===== src/rtl/register_file_scoreboard.sv =====
// Register file with byte-lane writes, optional write-to-read bypass and per-register busy scoreboard.
// Latency: reads combinational; data/busy/count update at the edge (bypass makes writes visible same cycle).
// Backpressure: none; every issue and writeback is accepted in the cycle it is presented.
module register_file_scoreboard #(
    parameter int WIDTH  = 32,
    parameter int ADDR_W = 5,
    parameter int BYPASS = 1
) (
    input  logic                  clk,
    input  logic                  reset,
    input  logic                  WE,
    input  logic [WIDTH/8-1:0]    BE,
    input  logic [ADDR_W-1:0]     Rd,
    input  logic [WIDTH-1:0]      WD,
    input  logic [ADDR_W-1:0]     Rs1,
    input  logic [ADDR_W-1:0]     Rs2,
    input  logic [ADDR_W-1:0]     Debug_Source,
    output logic [WIDTH-1:0]      RD1,
    output logic [WIDTH-1:0]      RD2,
    output logic [WIDTH-1:0]      Debug_Out,
    input  logic                  Issue_Valid,
    input  logic [ADDR_W-1:0]     Issue_Rd,
    output logic                  Hazard1,
    output logic                  Hazard2,
    output logic [ADDR_W:0]       Busy_Count
);
    localparam int DEPTH = 1 << ADDR_W;
    localparam int NB    = WIDTH / 8;

    logic [DEPTH-1:0][WIDTH-1:0] regs;
    logic [DEPTH-1:0]            busy;
    logic [DEPTH-1:0]            busy_nxt;
    logic [ADDR_W:0]             count_nxt;
    logic [WIDTH-1:0]            lane_mask;
    logic                        wr_act;
    logic                        iss_act;
    logic                        byp1;
    logic                        byp2;

    assign wr_act  = WE && (Rd != '0);
    assign iss_act = Issue_Valid && (Issue_Rd != '0);

    always_comb begin
        lane_mask = '0;
        for (int k = 0; k < NB; k++) begin
            lane_mask[8*k +: 8] = {8{BE[k]}};
        end
    end

    // Set is applied after clear so a same-cycle issue to the written register stays outstanding.
    always_comb begin
        busy_nxt = busy;
        if (wr_act) begin
            busy_nxt[Rd] = 1'b0;
        end
        if (iss_act) begin
            busy_nxt[Issue_Rd] = 1'b1;
        end
        busy_nxt[0] = 1'b0;
        count_nxt = '0;
        for (int i = 0; i < DEPTH; i++) begin
            count_nxt = count_nxt + {{ADDR_W{1'b0}}, busy_nxt[i]};
        end
    end

    always_ff @(posedge clk) begin
        if (reset) begin
            regs       <= '0;
            busy       <= '0;
            Busy_Count <= '0;
        end else begin
            if (wr_act) begin
                for (int k = 0; k < NB; k++) begin
                    if (BE[k]) begin
                        regs[Rd][8*k +: 8] <= WD[8*k +: 8];
                    end
                end
            end
            busy       <= busy_nxt;
            Busy_Count <= count_nxt;
        end
    end

    assign byp1 = (BYPASS != 0) && wr_act && (Rs1 == Rd);
    assign byp2 = (BYPASS != 0) && wr_act && (Rs2 == Rd);

    always_comb begin
        RD1       = '0;
        RD2       = '0;
        Debug_Out = '0;
        if (Rs1 != '0) begin
            RD1 = byp1 ? ((regs[Rs1] & ~lane_mask) | (WD & lane_mask)) : regs[Rs1];
        end
        if (Rs2 != '0) begin
            RD2 = byp2 ? ((regs[Rs2] & ~lane_mask) | (WD & lane_mask)) : regs[Rs2];
        end
        if (Debug_Source != '0) begin
            Debug_Out = regs[Debug_Source];
        end
    end

    // A bypassed writeback resolves the hazard in the same cycle it retires.
    assign Hazard1 = (Rs1 != '0) && busy[Rs1] && !byp1;
    assign Hazard2 = (Rs2 != '0) && busy[Rs2] && !byp2;

endmodule


===== config.mk =====
export PLATFORM = sky130hd
export DESIGN_NAME = register_file_scoreboard
export DESIGN_NICKNAME = d
export VERILOG_FILES = /design/src/rtl/register_file_scoreboard.sv
export SDC_FILE = /design/constraint.sdc
export NUM_CORES = 2
export LEC_CHECK = 0
export CAP_MARGIN = 20
export CORE_ASPECT_RATIO = 1.2
export CORE_MARGIN = 5
export CORE_UTILIZATION = 35
export DETAILED_ROUTE_END_ITERATION = 8
export SKIP_LAST_GASP = 1
export SYNTH_ARGS = -nofsm -noshare
export SYNTH_HDL_FRONTEND = slang
export SYNTH_SLANG_ARGS = --single-unit

===== constraint.sdc =====
create_clock -name clk -period 10.3 [get_ports clk]
set_clock_uncertainty 0.1 [all_clocks]
set_input_delay 2.06 -clock clk [delete_from_list [all_inputs] [get_ports clk]]
set_output_delay 2.06 -clock clk [all_outputs]
set_load 0.005 [all_outputs]

==> flow_metrics.tcl <==
set metrics [dict create \
    crit-reg2reg-capture "Busy_Count[4]$_SDFF_PP0_" \
    crit_top_cell "sky130_fd_sc_hd__fa_1" \
    setup_viol_count_final 0 \
    use_met2_pct 42.3 \
    worstPathCellList "clkdlybuf4s50_1 -> buf_4 -> nand2b_1 -> nor2_4 -> nor2b_1 -> a21oi_1 -> fa_1 -> fa_1 -> fa_1 -> inv_1 -> fa_1 -> fa_1 -> fa_1 -> inv_1 -> fa_1 -> fa_1 -> inv_1 -> a21o_1 -> a21oi_1 -> xor2_1 -> nor2_1" \
    outcome "completed" \
    cts-hold-fix-buffers 0 \
    critical_path_peak_fanout 11 \
    drt-initial-drc-count 9631 \
    avgRoutedWirePerCell_um 30.6 \
    worst_pin_slew_ns 1.33 \
    finalWeightedCongestion 0.954 \
    power.share.combinational_pct 12.4 \
    clock_sinks 1061 \
    area_share_of_xor_xnor_cells_in_the_synthesized_design_pct 0.175 \
    cp_data_arrival_time_ns 9.01 \
    proportion_of_synthesized_chip_area_in_sequential_cells_pct 32.6 \
    grt_overflow 0 \
    setup_tns_ns 0 \
    cts-buffers-inserted 111 \
    timing.max_slew.rel_slack_pct 11.2 \
    hpwlAfterDp_um 178000 \
    synth_fp_nets 7160 \
    finish.net_count 6850 \
    initial_antenna_violation_count 28 \
    placement.io_buffers 168 \
    area_share_of_fa_ha_maj_cells_after_synthesis_pct 0.840 \
    yosys_warnings 0 \
    filler_cell_count 18300 \
    r2r_setup_slack_ns 4.80 \
    post_synth_and_or_nand_nor_area_fraction_pct 16.7 \
    final_core_util_pct 38.9 \
    worst_setup_hold_path_clk_slew_ns 0.06 \
    grt.busiest_layer "met2" \
    wire_length_of_the_first_global_routing_pass_um 409000 \
    worstSetupEndpointType "register" \
    ys_async_sr_fraction_pct 0 \
    power_leakage_nw 22.6 \
    postSynthCellCount 7065 \
    maximum_ir_drop_on_the_vdd_rail_mv 0.135 \
    cap_violations 0 \
    final_routed_drc_violation_total 0 \
    clk_root_buffer_cell "sky130_fd_sc_hd__clkbuf_16" \
    critPathBufInv 5 \
    layout_commonest_cell "sky130_fd_sc_hd__nand2_1" \
    p_total_mw 9.79 \
    drive_gt1_share_pct 17.1 \
    count_of_instances_resized_after_the_clock_tree_is_built 0 \
    setup.worst_path.start "Rd[4]" \
    critPathMaxStageDelay_ns 0.80 \
    cts_setup_buffers 0 \
    cpLargestDelayFamily "adder cells" \
    sw_frac_of_total_pct 28.2 \
    power.internal_mw 7.03 \
    std_cell_rows 173 \
    die_ar_um2 195000 \
    vias 61800 \
    initial_core_util_pct 35.2 \
    finalMaxSlewViolations 0 \
    worst_r2r_path_depth 17 \
    grt_util_met3_pct 8.98 \
    power.sequential.fraction_pct 42.3 \
    setup_ws_ns 1.81 \
    crit_path_start_kind "input pin" \
    place_worst_setup_slack_ns 1.16 \
    syn_to_final_growth_pct 10.5 \
    finalHoldViolations 0 \
    floorplan.die.height_um 483 \
    period_needed_ns 8.49 \
    synth.mux.area_fraction_pct 29.7 \
    edff_count_synth 0 \
    route.detailed.vias_per_inst 6.64 \
    synth_top_family_by_area "multiplexers" \
    grt_use_met1_pct 34.9 \
    worstHoldPathType "register to register" \
    ys_ff_latch 1061 \
    clk-insertion-delay-late_ns 0.77 \
    die_width_um 404 \
    critPathCapture "Busy_Count[4]$_SDFF_PP0_" \
    mapped_area_um2 65200 \
    drt_wl_total_um 285000 \
    timing.setup.critical_path_class "input pin to register" \
    post-route-period-util_pct 82.5 \
    layout.cells.most_common_list "sky130_fd_sc_hd__nand2_1 (1232), sky130_fd_sc_hd__dfxtp_1 (1061), sky130_fd_sc_hd__a21oi_1 (1036), sky130_fd_sc_hd__nand3_1 (877), sky130_fd_sc_hd__mux4_2 (713)" \
    timing.critical_path.depth 21 \
    drtAntennaViolNets 0 \
    powerDensity_nw_per_um2 136 \
    design.core.area_um2 185000 \
    critPathRequiredTime_ns 10.82 \
    synth.distinct_cells 74 \
    grt_use_total_pct 28.0 \
    postSynth.topFlopCell "sky130_fd_sc_hd__dfxtp_1" \
    cp_slowest_cell "sky130_fd_sc_hd__clkdlybuf4s50_1" \
    maxClockFrequency_mhz 118 \
    grt_pass1_vias 58400 \
    power_frac_clock_pct 45.3 \
    syn_avg_cell_area_um2 9.23 \
    power.net_switching_mw 2.76 \
    cts-root-to-sink-buffers 3 \
    h-tree-depth 3 \
    unrepaired_setup_endpoints_after_global_routing "false" \
    largest_net_degree_at_the_start_of_global_routing 237 \
    cts_tree "built" \
    reg2reg_from "busy[26]$_SDFF_PP0_" \
    synth_compound_area_share_pct 14.2 \
    io_pins 169 \
    dr.pass1.iters 7 \
]
## power by group through the flow
| stage | logic, mW | clock network (mW) | registers [mW] |
|---|---|---|---|
| floorplan | 0.722 | 0 | 4.23 |
| detailed placement | 1.17 | 0 | 4.23 |
| global placement | 1.16 | 0 | 4.23 |
| finish | 1.21 | 4.44 | 4.14 |
| global route | 1.24 | 4.61 | 4.14 |
| CTS | 1.17 | 4.45 | 4.14 |
## flip-flops by register name, summed over array words and instances (netlist names)
signal,cells
busy,31
regs,1024
Busy_Count,6
## cell type report
class	count	area (um^2)	share of cell area (%)
Timing Repair Buffer	341	3250	4.51
Sequential cell	1061	21200	29.5
Multi-Input combinational cell	5168	40400	56.0
Tap cell	2450	3070	4.25
Clock inverter	54	793	1.10
Clock buffer	142	3070	4.26
Inverter	72	270	0.375
Antenna cell	13	32.5	0.0451
## logic make-up (layout without fill, tap and decap cells)
| family | after synthesis | after routing |
|---|---|---|
| and+or+nand+nor | 2451 | 2451 |
| AOI/OAI and AO/OA | 1634 | 1634 |
| DFF | 1061 | 1061 |
| muxes | 1040 | 1040 |
| buffers and inverters | 836 | 609 |
| adders and majority gates | 30 | 30 |
| xor gates and xnor gates | 13 | 13 |
| other | 0 | 13 |
## how the worst min path moves through the flow
stage	startpoint	endpoint	slack [ns]	depth (start not counted)
finish	regs[548]$_SDFFE_PP0P_	regs[548]$_SDFFE_PP0P_	0.38	2
floorplan	regs[515]$_SDFFE_PP0P_	regs[515]$_SDFFE_PP0P_	0.35	2
global route	regs[841]$_SDFFE_PP0P_	regs[841]$_SDFFE_PP0P_	0.39	2
detailed placement	regs[352]$_SDFFE_PP0P_	regs[352]$_SDFFE_PP0P_	0.37	2
CTS	regs[352]$_SDFFE_PP0P_	regs[352]$_SDFFE_PP0P_	0.38	2
global placement	regs[591]$_SDFFE_PP0P_	regs[591]$_SDFFE_PP0P_	0.36	2
## stage by stage
stage	instances	hold WS (ns)	cell area [um^2]
3_5_place_dp	9090	0.369	68200
6_report	9301	0.379	72100
3_3_place_gp	9090	0.360	68200
4_1_cts	9286	0.378	72000
5_1_grt	9289	0.393	72000
2_1_floorplan	7065	0.352	65200
## worst min-delay path, delay by kind of cell (launching register included)
family,cells,cell delay [ns]
AOI/OAI and AO/OA,1,0.05
and+or+nand+nor,1,0.06
DFF,1,0.33
## routing by layer
metal / part of all wire [%] / wire length [um]
met1: 36 / 101000
met2: 44 / 125000
met3: 13 / 38200
met4: 7.0 / 19900
met5: 0.059 / 168
## synthesized netlist by cell type (10+ instances only)
master                        n  area, um^2
sky130_fd_sc_hd__a221o_1     14         140
sky130_fd_sc_hd__nor2_1     127         477
sky130_fd_sc_hd__dfxtp_1   1061       21200
sky130_fd_sc_hd__mux4_2     713       16100
sky130_fd_sc_hd__buf_1       41         154
sky130_fd_sc_hd__fa_1        23         460
sky130_fd_sc_hd__inv_1       70         263
sky130_fd_sc_hd__mux2i_1    305        3050
sky130_fd_sc_hd__nand2b_1    16         100
sky130_fd_sc_hd__nand2_1   1234        4630
sky130_fd_sc_hd__clkbuf_2    18        90.1
sky130_fd_sc_hd__buf_2      169         846
sky130_fd_sc_hd__o21ai_0    198         991
sky130_fd_sc_hd__buf_4       37         278
sky130_fd_sc_hd__a221oi_1   111         972
sky130_fd_sc_hd__o21ai_1     35         175
sky130_fd_sc_hd__mux2_2      22         248
sky130_fd_sc_hd__nand3_1    878        4390
sky130_fd_sc_hd__a22oi_1     58         435
sky130_fd_sc_hd__nor2b_1     73         457
sky130_fd_sc_hd__nor2_2      16         100
sky130_fd_sc_hd__clkbuf_1   459        1720
sky130_fd_sc_hd__and3_1      11        68.8
sky130_fd_sc_hd__a211oi_1    23         173
sky130_fd_sc_hd__a21oi_1   1036        5180
sky130_fd_sc_hd__nor3_1      43         215
sky130_fd_sc_hd__nor3_2      10         100
sky130_fd_sc_hd__buf_6       33         372
sky130_fd_sc_hd__o22ai_1     87         544
Power figures use the tool's default switching activity.
